$ cat config.mk
export PLATFORM = sky130hd
export DESIGN_NAME = automata_stage_report_pipe
export DESIGN_NICKNAME = d
export VERILOG_FILES = /design/src/rtl/automata_stage_report_pipe.sv
export SDC_FILE = /design/constraint.sdc
export NUM_CORES = 1
export LEC_CHECK = 0
export BUFFER_PORTS_ARGS = -buffer_cell sky130_fd_sc_hd__clkbuf_2
export CELL_PAD_IN_SITES_DETAIL_PLACEMENT = 0
export CELL_PAD_IN_SITES_GLOBAL_PLACEMENT = 1
export CORE_ASPECT_RATIO = 1.25
export CORE_MARGIN = 5
export CORE_UTILIZATION = 54
export CTS_BUF_LIST = sky130_fd_sc_hd__clkbuf_2 sky130_fd_sc_hd__clkbuf_4 sky130_fd_sc_hd__clkbuf_8
export DETAILED_ROUTE_END_ITERATION = 7
export HOLD_SLACK_MARGIN = 0.06
export PLACE_DENSITY_LB_ADDON = 0.05
export SETUP_SLACK_MARGIN = 0.5
export SYNTH_ARGS = -nofsm -noshare
export SYNTH_HDL_FRONTEND = slang
export SYNTH_SLANG_ARGS = --single-unit
export TNS_END_PERCENT = 50
$ cat constraint.sdc
create_clock -name clk -period 2.8 [get_ports clk]
set_input_delay 0.56 -clock clk [delete_from_list [all_inputs] [get_ports clk]]
set_output_delay 0.56 -clock clk [all_outputs]
set_load 0.02 [all_outputs]
$ cat src/rtl/automata_stage_report_pipe.sv
`default_nettype none
// ============================================================================
//  Module   : automata_stage_report_pipe
//  Purpose  : Registers the symbol stream and restart control for the next
//             automata stage, and collects this stage's report vectors into
//             a timestamped first-word-fall-through FIFO with valid/ready
//             drain, sticky overflow flag and saturating drop counter.
//  Revision : 1.0 - initial parametrised release
// ============================================================================
module automata_stage_report_pipe #(
    parameter int SYM_W = 8,
    parameter int N_RPT = 44,
    parameter int DEPTH = 8,
    parameter int TS_W  = 32
) (
    input  logic                     clk,
    input  logic                     reset,
    input  logic                     run,
    input  logic                     stream_reset,
    input  logic [SYM_W-1:0]         top_symbols,
    input  logic [N_RPT-1:0]         rpt_in,
    input  logic                     ovf_clr,
    input  logic                     rpt_ready,
    output logic [SYM_W-1:0]         out_symbols,
    output logic                     out_run,
    output logic                     out_stream_reset,
    output logic                     rpt_valid,
    output logic [N_RPT-1:0]         rpt_data,
    output logic [TS_W-1:0]          rpt_ts,
    output logic [$clog2(DEPTH):0]   rpt_level,
    output logic                     overflow,
    output logic [15:0]              drop_cnt
);

    localparam int c_AW = $clog2(DEPTH);
    localparam int c_LW = c_AW + 1;

    // ------------------------------------------------------------------
    // State
    // ------------------------------------------------------------------
    logic [SYM_W-1:0] out_symbols_q;
    logic             out_run_q;
    logic             out_stream_reset_q;

    logic [TS_W-1:0]  ts_q;
    logic [TS_W-1:0]  ts_d;

    logic [N_RPT-1:0] data_mem_q [DEPTH];
    logic [TS_W-1:0]  ts_mem_q   [DEPTH];

    logic [c_AW-1:0]  wr_ptr_q;
    logic [c_AW-1:0]  rd_ptr_q;
    logic [c_LW-1:0]  level_q;
    logic [c_LW-1:0]  level_d;

    logic             overflow_q;
    logic             overflow_d;
    logic [15:0]      drop_cnt_q;
    logic [15:0]      drop_cnt_d;

    // ------------------------------------------------------------------
    // Push / pop decode
    // ------------------------------------------------------------------
    logic w_push;
    logic w_pop;
    logic w_full;
    logic w_empty;
    logic w_wr;
    logic w_drop;

    assign w_empty = (level_q == '0);
    assign w_full  = (level_q == c_LW'(DEPTH));
    // Valid depends only on registered occupancy, so ready never feeds it.
    assign w_pop   = ~w_empty & rpt_ready;
    assign w_push  = run & (|rpt_in) & ~stream_reset;
    // A full FIFO still accepts a push when the head leaves in the same cycle.
    assign w_wr    = w_push & (~w_full | w_pop);
    assign w_drop  = w_push & w_full & ~w_pop;

    // Symbol pipe: symbol advances only on run, controls copy every cycle
    always_ff @(posedge clk or negedge reset) begin
        if (!reset) begin
            out_symbols_q      <= '0;
            out_run_q          <= 1'b0;
            out_stream_reset_q <= 1'b0;
        end else begin
            if (run) begin
                out_symbols_q <= top_symbols;
            end
            out_run_q          <= run;
            out_stream_reset_q <= stream_reset;
        end
    end

    // Timestamp next value: restart dominates, then count consumed symbols
    always_comb begin
        ts_d = ts_q;
        if (stream_reset) begin
            ts_d = '0;
        end else if (run) begin
            ts_d = ts_q + TS_W'(1);
        end
    end

    // Timestamp register
    always_ff @(posedge clk or negedge reset) begin
        if (!reset) begin
            ts_q <= '0;
        end else begin
            ts_q <= ts_d;
        end
    end

    // Per-entry storage; each slot captures {ts, rpt_in} when it is the write target
    generate
        for (genvar i = 0; i < DEPTH; i++) begin : g_entry
            // Slot i write port
            always_ff @(posedge clk or negedge reset) begin
                if (!reset) begin
                    data_mem_q[i] <= '0;
                    ts_mem_q[i]   <= '0;
                end else if (w_wr && (wr_ptr_q == c_AW'(i))) begin
                    data_mem_q[i] <= rpt_in;
                    ts_mem_q[i]   <= ts_q;
                end
            end
        end
    endgenerate

    // Occupancy next value: push and pop together leave the level unchanged
    always_comb begin
        level_d = level_q;
        case ({w_wr, w_pop})
            2'b10:   level_d = level_q + c_LW'(1);
            2'b01:   level_d = level_q - c_LW'(1);
            default: level_d = level_q;
        endcase
    end

    // Pointers wrap naturally at DEPTH; occupancy tracks full/empty
    always_ff @(posedge clk or negedge reset) begin
        if (!reset) begin
            wr_ptr_q <= '0;
            rd_ptr_q <= '0;
            level_q  <= '0;
        end else begin
            if (w_wr) begin
                wr_ptr_q <= wr_ptr_q + c_AW'(1);
            end
            if (w_pop) begin
                rd_ptr_q <= rd_ptr_q + c_AW'(1);
            end
            level_q <= level_d;
        end
    end

    // Overflow bookkeeping: a drop in the clear cycle survives as a fresh count of 1
    always_comb begin
        overflow_d = overflow_q;
        drop_cnt_d = drop_cnt_q;
        if (ovf_clr) begin
            overflow_d = 1'b0;
            drop_cnt_d = '0;
        end
        if (w_drop) begin
            overflow_d = 1'b1;
            if (ovf_clr) begin
                drop_cnt_d = 16'd1;
            end else if (drop_cnt_q != 16'hFFFF) begin
                drop_cnt_d = drop_cnt_q + 16'd1;
            end
        end
    end

    // Overflow flag and drop counter registers
    always_ff @(posedge clk or negedge reset) begin
        if (!reset) begin
            overflow_q <= 1'b0;
            drop_cnt_q <= '0;
        end else begin
            overflow_q <= overflow_d;
            drop_cnt_q <= drop_cnt_d;
        end
    end

    // ------------------------------------------------------------------
    // Outputs
    // ------------------------------------------------------------------
    assign out_symbols      = out_symbols_q;
    assign out_run          = out_run_q;
    assign out_stream_reset = out_stream_reset_q;
    assign rpt_valid        = ~w_empty;
    assign rpt_data         = w_empty ? '0 : data_mem_q[rd_ptr_q];
    assign rpt_ts           = w_empty ? '0 : ts_mem_q[rd_ptr_q];
    assign rpt_level        = level_q;
    assign overflow         = overflow_q;
    assign drop_cnt         = drop_cnt_q;

endmodule
`default_nettype wire

# Yosys cells after proc, flatten, opt, wreduce, memory -nomap -nowiden
# Cells that the tools add are included.
[totals] in_bits=58 mem_count=0 rom_bits=0 wordCells=86 reg_bits=677 latchBits=0 output_inout_bits=108 mem_bits_rw=0
[classes] muxes=17 n_eq_ne=11 n_div=0 multipliers=0 bitwise=12 n_shift=0 n_lt_le_gt_ge=1 addsub=6 reduce_logical=14
[op_table] cell="two-way mux 32 bit" n=5
[op_table] cell="binary-select mux 44 bit (select 3 bit)" n=1
[op_table] cell="two-way mux 44 bit" n=3
[op_table] cell="binary-select mux 32 bit (select 3 bit)" n=1
[op_table] cell="two-way mux 16 bit" n=4
[op_table] cell="OR reduction 44 bit" n=1
[op_table] cell="adder 32 x 1 -> 32 bit, second input constant" n=1
[op_table] cell="adder 16 x 1 -> 16 bit, second input constant" n=1
[op_table] cell="inequality test 16 bit, second input constant" n=1
[op_table] cell="equality test 3 bit, second input constant" n=4
[op_table] cell="logical AND 1 bit" n=8
[op_table] cell="one-hot mux 4 bit (2 select lines)" n=1
[op_table] cell="adder 3 x 1 -> 3 bit, second input constant" n=2
[op_table] cell="AND 1 bit" n=6
[op_table] cell="equality test 3 x 2 -> 1 bit, second input constant" n=2
[op_table] cell="nonzero test 2 bit" n=3
[op_table] cell="adder 4 x 1 -> 4 bit, second input constant" n=1
[op_table] cell="equality test 4 bit, second input constant" n=1
[op_table] cell="greater-or-equal comparator 4 bit, second input constant" n=1
[op_table] cell="logical NOT 4 bit" n=1
[op_table] cell="NOT 1 bit" n=4
[op_table] cell="NOT 3 -> 4 bit" n=1
[op_table] cell="subtractor 4 x 1 -> 4 bit, second input constant" n=1
[op_table] cell="equality test 3 x 1 -> 1 bit, second input constant" n=1
[op_table] cell="other kinds (5)" n=6

# Depth between registers and ports, before layout
# Gate-level depths: netlist (run 1).
[depth] word_depth=7 mapped_depth=10 depth_no_buf=9

# Worst setup path before layout (run 1)
# Ideal clock, no wire load.
[synth_path] path_type="in2reg" startpoint="input rpt_in[16]" endpoint="register level_q[3] (netlist: rpt_level[3])" path_slack_ns=0.151 setup_time_ns=0.081 arrival_time_ns=2.568 cell_stages=9 cell_sequence="nor4_1 nand4_1 o311a_1 nor2_1 ha_1 a21o_1 a21oi_1 mux2i_1 xnor2_1"
[synth_between] elab_chain_len=6 elab_cells_between_ends=8
[synth_lines] element="from (decl)" line="21" source="input logic [N_RPT-1:0] rpt_in,"
[synth_lines] element="OR reduction 44 bit (*)" line="75" source="assign w_push = run & (|rpt_in) & ~stream_reset;"
[synth_lines] element="AND 1 bit (*) (2 in a row)" line="75"
[synth_lines] element="AND 1 bit (*)" line="77" source="assign w_wr = w_push & (~w_full | w_pop);"
[synth_lines] element="equality test 2 x 1 -> 1 bit / equality test 2 bit (equally long branches)" line="133" source="case ({w_wr, w_pop})"
[synth_lines] element="one-hot mux 4 bit (2 select lines) / nonzero test 2 bit (equally long branches)"
[synth_lines] element="to (signal assigned)" line="153" source="level_q <= level_d;"
[synth_lines] element="to (decl)" line="53" source="logic [c_LW-1:0] level_q;"
# Mark *: on every way between the ends. The rest lies on a longest branch, timed or not.
# A chain may end at the register's enable or synchronous reset.

# Final worst setup path (run 1)
[layout_path] startpoint="register rd_ptr_q[0]" endpoint="output rpt_ts[16]"
[layout_between] elab_chain_len=5
[layout_lines] element="from (decl)" line="52" source="logic [c_AW-1:0] rd_ptr_q;"
[layout_lines] element="from (signal assigned)" line="151" source="rd_ptr_q <= rd_ptr_q + c_AW'(1);"
[layout_lines] element="NOT 3 -> 4 bit (implied by the code)" line="194" source="assign rpt_ts = w_empty ? '0 : ts_mem_q[rd_ptr_q];"
[layout_lines] element="binary-select mux 32 bit (select 3 bit)" line="194"
[layout_lines] element="two-way mux 32 bit (implied by the code) (2 in a row)" line="194"
[layout_lines] element="two-way mux 32 bit" line="194"
[layout_lines] element="to (decl)" line="29" source="output logic [TS_W-1:0] rpt_ts,"
# No other way between the ends. The select of a mux whose other input is x is not followed.

==> impl_metrics.ini, run 1 <==
[pwr]
ir_worst_vdd_uv = 844
leakagePower_nw = 17.8
p_int_mw = 26.0
comb_power_share_pct = 39.9
switching_power_mw = 12.0
p_sw_share_pct = 31.6
seqPwrFrac_pct = 36.8
clkPwrFrac_pct = 23.3
p_per_area_nw_per_um2 = 1000

[worst_setup_path]
end_kind = output pin
slowest_stage = dfrtp_4
crit_required_ns = 2.24
cp_cell_sequence = buf_6 -> buf_12 -> buf_4 -> buf_12 -> mux4_2 -> mux2i_4 -> nor2_1 -> buf_2
crit_path_max_incr_delay_ns = 0.50
cp_max_fo = 6
setup.worst_path.start_class = register
path_class = reg -> out
cp_common_cell = buf_12
worstPathArrival_ns = 2.61

[sta]
fin_crit_sh_pct = 113
fmaxAchievable_mhz = 315
hold_violations = 0
slew_viol_final = 0
fin_crit_ns = 3.17
max_slew_margin_pct = 64.7
fin_worst_skew_ns = 0.0223
finalWorstSetupSlack_ns = -0.372
fin_tns_setup_ns = -22.02
rsz0062_at_grt = true
tightest_slew_ns = 0.529
setup_viol = 76

[floorplanning]
die_h_um = 280
die_area_um2 = 63400
start_util_pct = 54.3
io_pins = 166
coreArea_um2 = 58100
dieWidth_um = 226
num_rows = 99

[synth]
synth.largest_area_cell = dfrtp_1
synth_top_family_by_area = multiplexers
yosysTopAreaCellShare_pct = 53.7
synth_cells = 2033
synth_cell_types = 42
synth_edf_count = 0
synth_fp_nets = 2103
netlist_area_um2 = 31500
synthSimpleGateAreaFrac_pct = 3.74
synthAdderAreaFrac_pct = 0.500
synth-compound-area-share_pct = 0.389
synthMuxAreaShare_pct = 37.4
async_reset_ff_share_pct = 100
ys.flop_type = dfrtp_1
synth.area.top_cells = dfrtp_1, mux2_2, mux4_2
synth_xor_area_share_pct = 1.28
synth-seq-area-share_pct = 53.7
yosys_warnings = 0
syn_avg_cell_area_um2 = 15.5
ys_ff_latch = 677

[route]
drc = 0
firstDrtPassIters = 5
vias = 18500
avgViaCountPerCell = 5.81
finalWirelength_mm = 76.9
ant_nets = 0
drt-wirelength-per-cell_um = 24.1
dr.first_iter.drc_count = 959

[grt]
grt_pass1_wl_mm = 122
grt_max_degree = 73
grt_pass1_vias = 20800
grtUsageTotal_pct = 24.7
overflow = 0
antenna_found_initial = 1

[final_layout]
drive_gt1_share_pct = 57.1
syn_to_final_growth_pct = 20.2
regArea_um2 = 17000
finish.utilization_pct = 65.2
nets = 2419
multi_input_area_um2 = 13900
num-fill-cells = 4227

[placement]
port-buffer-count = 165
routabilityCongestion = 0.779
hpwl_mm = 46.8
place_ws_ns = -0.374

[clocking]
cts_tree = yes
root_buffer = clkbuf_8
cts_made_buffers = 108
clk_pin_slew_ns = 0.06
cts_max_path_buffers = 3
h-tree-depth = 3
clkLatencyLatePin_ns = 0.70
cts_num_sinks = 677

[worst_hold_path]
min_path_type = in -> reg

[job]
cap_violations = 0

[status]
failed_checks = negative setup slack
status = finished with violations
-- metrics by stage --
| stage | instances | hold slack [ns] | area, um^2 | total power [mW] |
|---|---|---|---|---|
| after CTS | 3172 | 0.0609 | 37500 | 37.8 |
| after floorplan | 2033 | 0.264 | 31700 | 23.2 |
| after global routing | 3187 | 0.0851 | 37900 | 39.9 |
| after global placement | 2949 | 0.482 | 34600 | 27.1 |
| after detailed placement | 2949 | 0.488 | 34600 | 27.6 |
| final | 3187 | 0.122 | 37900 | 37.9 |
-- placed cells by master, fill, tap and decap left out, types with 9 or more instances in the layout --
master	instances
clkinv_2	13
nand3_1	25
and3_1	15
mux2_4	160
clkbuf_8	139
xnor2_1	19
mux4_2	152
mux2i_1	64
buf_2	25
nand4_1	15
buf_6	10
clkbuf_2	113
dfrtp_1	665
clkbuf_4	37
mux2_2	457
dfrtp_2	9
xor2_1	27
buf_4	130
buf_12	64
buf_16	9
nor2_1	124
mux2i_2	14
nand2_1	19
inv_1	14
ha_1	11
-- flip-flops by register name (all words and copies together) (netlist names) --
| name | cells |
|---|---|
| data_mem_q | 352 |
| drop_cnt | 16 |
| out_run | 1 |
| out_stream_reset | 1 |
| out_symbols | 8 |
| overflow | 1 |
| rd_ptr_q | 3 |
| rpt_level | 4 |
| ts_mem_q | 256 |
| ts_q | 32 |
| wr_ptr_q | 3 |
-- routing by layer --
layer  wire (um)  GRT usage, %
met1       33800          34.2
met2       38600          41.0
met3        2790          3.89
met4        1690          7.17
met5           0             0
-- critical path: cells and delay by family (launching register included) --
| family | cells | cell delay [ns] |
|---|---|---|
| AND/OR/NAND/NOR | 1 | 0.06 |
| buffers and inverters | 5 | 0.72 |
| multiplexers | 2 | 0.62 |
| flip-flops | 1 | 0.50 |
-- cell usage after synthesis (2+ instances only) --
| cell type | number |
|---|---|
| ha_1 | 11 |
| and2_1 | 2 |
| or3_1 | 5 |
| buf_6 | 17 |
| nor2_1 | 128 |
| mux2i_1 | 81 |
| clkbuf_2 | 2 |
| and4_1 | 5 |
| and3_1 | 21 |
| mux2_2 | 457 |
| buf_12 | 4 |
| buf_1 | 15 |
| xnor2_1 | 19 |
| mux4_2 | 152 |
| dfrtp_1 | 677 |
| mux2_4 | 160 |
| inv_1 | 14 |
| o21ai_0 | 6 |
| nand2_1 | 22 |
| nor3_1 | 6 |
| nand3_1 | 26 |
| a21oi_1 | 5 |
| clkbuf_1 | 76 |
| buf_2 | 51 |
| nand4_1 | 15 |
| nor4_1 | 14 |
| xor2_1 | 27 |
-- final timing paths --
path	from	to	slack [ns]	depth (start not counted)
max	rd_ptr_q[0]	rpt_ts[16]	-0.37	8
min	top_symbols[2]	out_symbols[2]	0.12	2
max reg2reg	rpt_level[0]	rpt_level[3]	0.38	9
min reg2reg	data_mem_q[24]	data_mem_q[24]	0.50	1
max in group asynchronous	reset	ts_mem_q[209]	1.41	3
min in group asynchronous	reset	data_mem_q[338]	0.39	2
-- kinds of logic (layout without fill, tap and decap cells) --
kind of cell / after synthesis / count (layout)
mux: 850 / 850
flops: 677 / 677
simple gates: 249 / 249
buf+inv: 180 / 576
xor+xnor: 46 / 46
compound gates: 19 / 19
fa+ha+maj: 12 / 12
other cells: 0 / 1
-- final cells by class --
class,instances,area share (%)
timing repair buffer,372,9.80
multi-input combinational,1176,36.8
inverter,14,0.139
clock buffer,174,5.74
clock inverter,16,0.291
sequential,677,44.8
tap,757,2.50
antenna,1,0.00660
-- power groups by stage --
stage	combinational (mW)	clock (mW)	sequential (mW)
global placement	13.2	0	13.9
floorplan	9.65	0	13.5
CTS	14.7	9.09	14.0
global route	16.1	9.56	14.3
detailed placement	13.5	0	14.1
finish	15.1	8.84	14.0
-- what timing repair did --
item / CTS / global route
hold buffers: 5 / 0
buffers inserted: 20 / 8
hold endpoints to repair: 40 / 0
pin swaps: 3 / 9
cloned: 8 / 6
gates resized for setup: 50 / 91
setup endpoints to repair: 641 / 94
No activity file was read; power rests on OpenSTA's default activity.
==> inputs of run 2 (changes only) <==
--- a/config.mk
+++ b/config.mk
@@ -10,12 +10,13 @@
 export CELL_PAD_IN_SITES_GLOBAL_PLACEMENT = 1
 export CORE_ASPECT_RATIO = 1.25
 export CORE_MARGIN = 5
-export CORE_UTILIZATION = 54
+export CORE_UTILIZATION = 49
 export CTS_BUF_LIST = sky130_fd_sc_hd__clkbuf_2 sky130_fd_sc_hd__clkbuf_4 sky130_fd_sc_hd__clkbuf_8
 export DETAILED_ROUTE_END_ITERATION = 7
 export HOLD_SLACK_MARGIN = 0.06
 export PLACE_DENSITY_LB_ADDON = 0.05
 export SETUP_SLACK_MARGIN = 0.5
+export SLEW_MARGIN = 20
 export SYNTH_ARGS = -nofsm -noshare
 export SYNTH_HDL_FRONTEND = slang
 export SYNTH_SLANG_ARGS = --single-unit
==> constraint.sdc (replaced) <==
create_clock -name clk -period 2.55 [get_ports clk]
set_input_delay 0.51 -clock clk [delete_from_list [all_inputs] [get_ports clk]]
set_output_delay 0.51 -clock clk [all_outputs]
set_load 0.02 [all_outputs]
==> impl_metrics.ini, run 2 (same netlist as run 1, synthesis figures left out) <==
[status]
status = finished with violations
failed_checks = negative setup slack

[floorplanning]
die_area_um2 = 69600
dieWidth_um = 237
die_h_um = 294
num_rows = 104
start_util_pct = 49.2
coreArea_um2 = 64200
io_pins = 166

[worst_setup_path]
worstPathArrival_ns = 2.58
worstPathBufferInverterCount = 3
r2r-start = rpt_level[3]
cp-startpoint = rd_ptr_q[0]
r2r-end = data_mem_q[166]
cp_cell_sequence = buf_12 -> clkbuf_16 -> mux4_2 -> mux2i_4 -> nor2_2 -> buf_4
setup.worst_path.start_class = register
r2r_slack_ns = -0.17
crit_path_max_incr_delay_ns = 0.53
cp_max_fo = 8
end_kind = output pin
crit_required_ns = 2.04
rr_worst_depth = 15
path_class = reg -> out
slowest_stage = mux4_2
cpLargestDelayFamily = multiplexers

[sta]
fin_worst_skew_ns = 0.0283
fin_crit_sh_pct = 121
slew_viol_final = 0
finalWorstSetupSlack_ns = -0.543
rsz0062_at_grt = true
hold_violations = 0
max_slew_margin_pct = 55.4
fmaxAchievable_mhz = 323
tightest_slew_ns = 0.668
fin_tns_setup_ns = -64.20
fin_crit_ns = 3.09
setup_viol = 566

[placement]
port-buffer-count = 165
place_ws_ns = -0.706
hpwl_mm = 49.6
routabilityCongestion = 0.761

[pwr]
clkPwrFrac_pct = 24.1
comb_power_share_pct = 41.2
p_per_area_nw_per_um2 = 1080
seqPwrFrac_pct = 34.7
switching_power_mw = 13.9
p_int_mw = 30.4
ir_worst_vdd_uv = 630
power_mw = 44.3
p_sw_share_pct = 31.5
leakagePower_nw = 19.3

[route]
firstDrtPassIters = 4
ant_nets = 0
vias = 19100
drc = 0
dr.first_iter.drc_count = 936
avgViaCountPerCell = 5.65
finalWirelength_mm = 88.0
drt-wirelength-per-cell_um = 26.1

[clocking]
cts_max_path_buffers = 3
h-tree-depth = 3
root_buffer = clkbuf_8
clk_pin_slew_ns = 0.06
cts_made_buffers = 113
cts_num_sinks = 677
clkLatencyLatePin_ns = 0.71
cts_tree = yes

[final_layout]
regMostFlops = data_mem_q
reg_top3 = data_mem_q x352, ts_mem_q x256, ts_q x32
largest_reg_flops = 352
nets = 2510
syn_to_final_growth_pct = 29.7
drive_gt1_share_pct = 58.8
mostFrequentLayoutCell = dfrtp_1
final_cell_mix = dfrtp_1, mux2_4, mux2_2

[worst_hold_path]
min_path_type = in -> reg
worstHoldStart = rpt_in[12]
hold_path_end = data_mem_q[276]
hold-path-cell-count = 3

[grt]
antenna_found_initial = 3
grt_pass1_wl_mm = 125
overflow = 0
grt_max_degree = 90
grt_pass1_vias = 20600
grtUsageTotal_pct = 23.0

[job]
cap_violations = 0
==> run 2: worst reg2reg max path: stages (launching register included) <==
cell,delay (ns)
dfrtp_1,0.40
buf_6,0.12
buf_6,0.10
buf_6,0.10
buf_6,0.10
buf_6,0.11
nand2b_4,0.06
nor4_4,0.04
buf_6,0.15
nor3_4,0.23
clkbuf_16,0.20
and3_4,0.24
buf_12,0.18
buf_6,0.13
buf_16,0.13
mux2_4,0.31
==> run 2: worst max path at each step <==
stage / cells after the start / to / slack (ns)
floorplan: 9 / rpt_level[3] / 0.14
global placement: 11 / rpt_level[3] / -0.73
detailed placement: 10 / ts_mem_q[195] / -0.71
CTS: 6 / rpt_data[16] / -0.66
global route: 6 / rpt_ts[11] / -0.63
finish: 6 / rpt_data[43] / -0.54
==> run 2: stage by stage <==
| step | cell area, um^2 | std cells | hold WS (ns) | util [%] |
|---|---|---|---|---|
| 6_report | 40900 | 3379 | 0.215 | 63.7 |
| 4_1_cts | 38500 | 3292 | 0.152 | 60.1 |
| 3_5_place_dp | 35100 | 3046 | 0.435 | 54.7 |
| 5_1_grt | 40900 | 3377 | 0.191 | 63.7 |
| 2_1_floorplan | 32200 | 2033 | 0.214 | - |
| 3_3_place_gp | 35100 | 3046 | 0.432 | 54.7 |
==> run 2: metal layers <==
metal  wire length [um]  GRT usage, %  share of wire [%]
met1              38600          31.9                 44
met2              44600          38.8                 51
met3               3240          3.17                3.7
met4               1630          5.83                1.9
met5                  0             0                  0
==> run 2: power by group through the flow <==
stage | combinational, mW | clock [mW] | sequential [mW]
global route | 19.2 | 11.4 | 15.7
finish | 18.2 | 10.7 | 15.4
detailed placement | 15.4 | 0 | 15.5
global placement | 15.2 | 0 | 15.3
CTS | 16.5 | 10.9 | 15.3
floorplan | 11.1 | 0 | 14.9
==> run 2: layout make-up <==
class | count | area (um^2)
multi-input cells | 1179 | 15000
clock buffers | 179 | 2290
inverters | 14 | 55.1
flip-flops and latches | 677 | 17000
well taps | 848 | 1060
fillers | 4703 | 23300
diodes | 3 | 7.51
repair buffers | 455 | 5310
clock inverters | 24 | 250
==> run 2: repair_timing <==
action,4_1_cts,5_1_grt
setup buffers,25,35
endpoints found under the hold margin,70,0
setup endpoints to repair,722,729
gates cloned,7,49
hold buffers,11,0
pin swaps,9,5
resized for setup,82,291
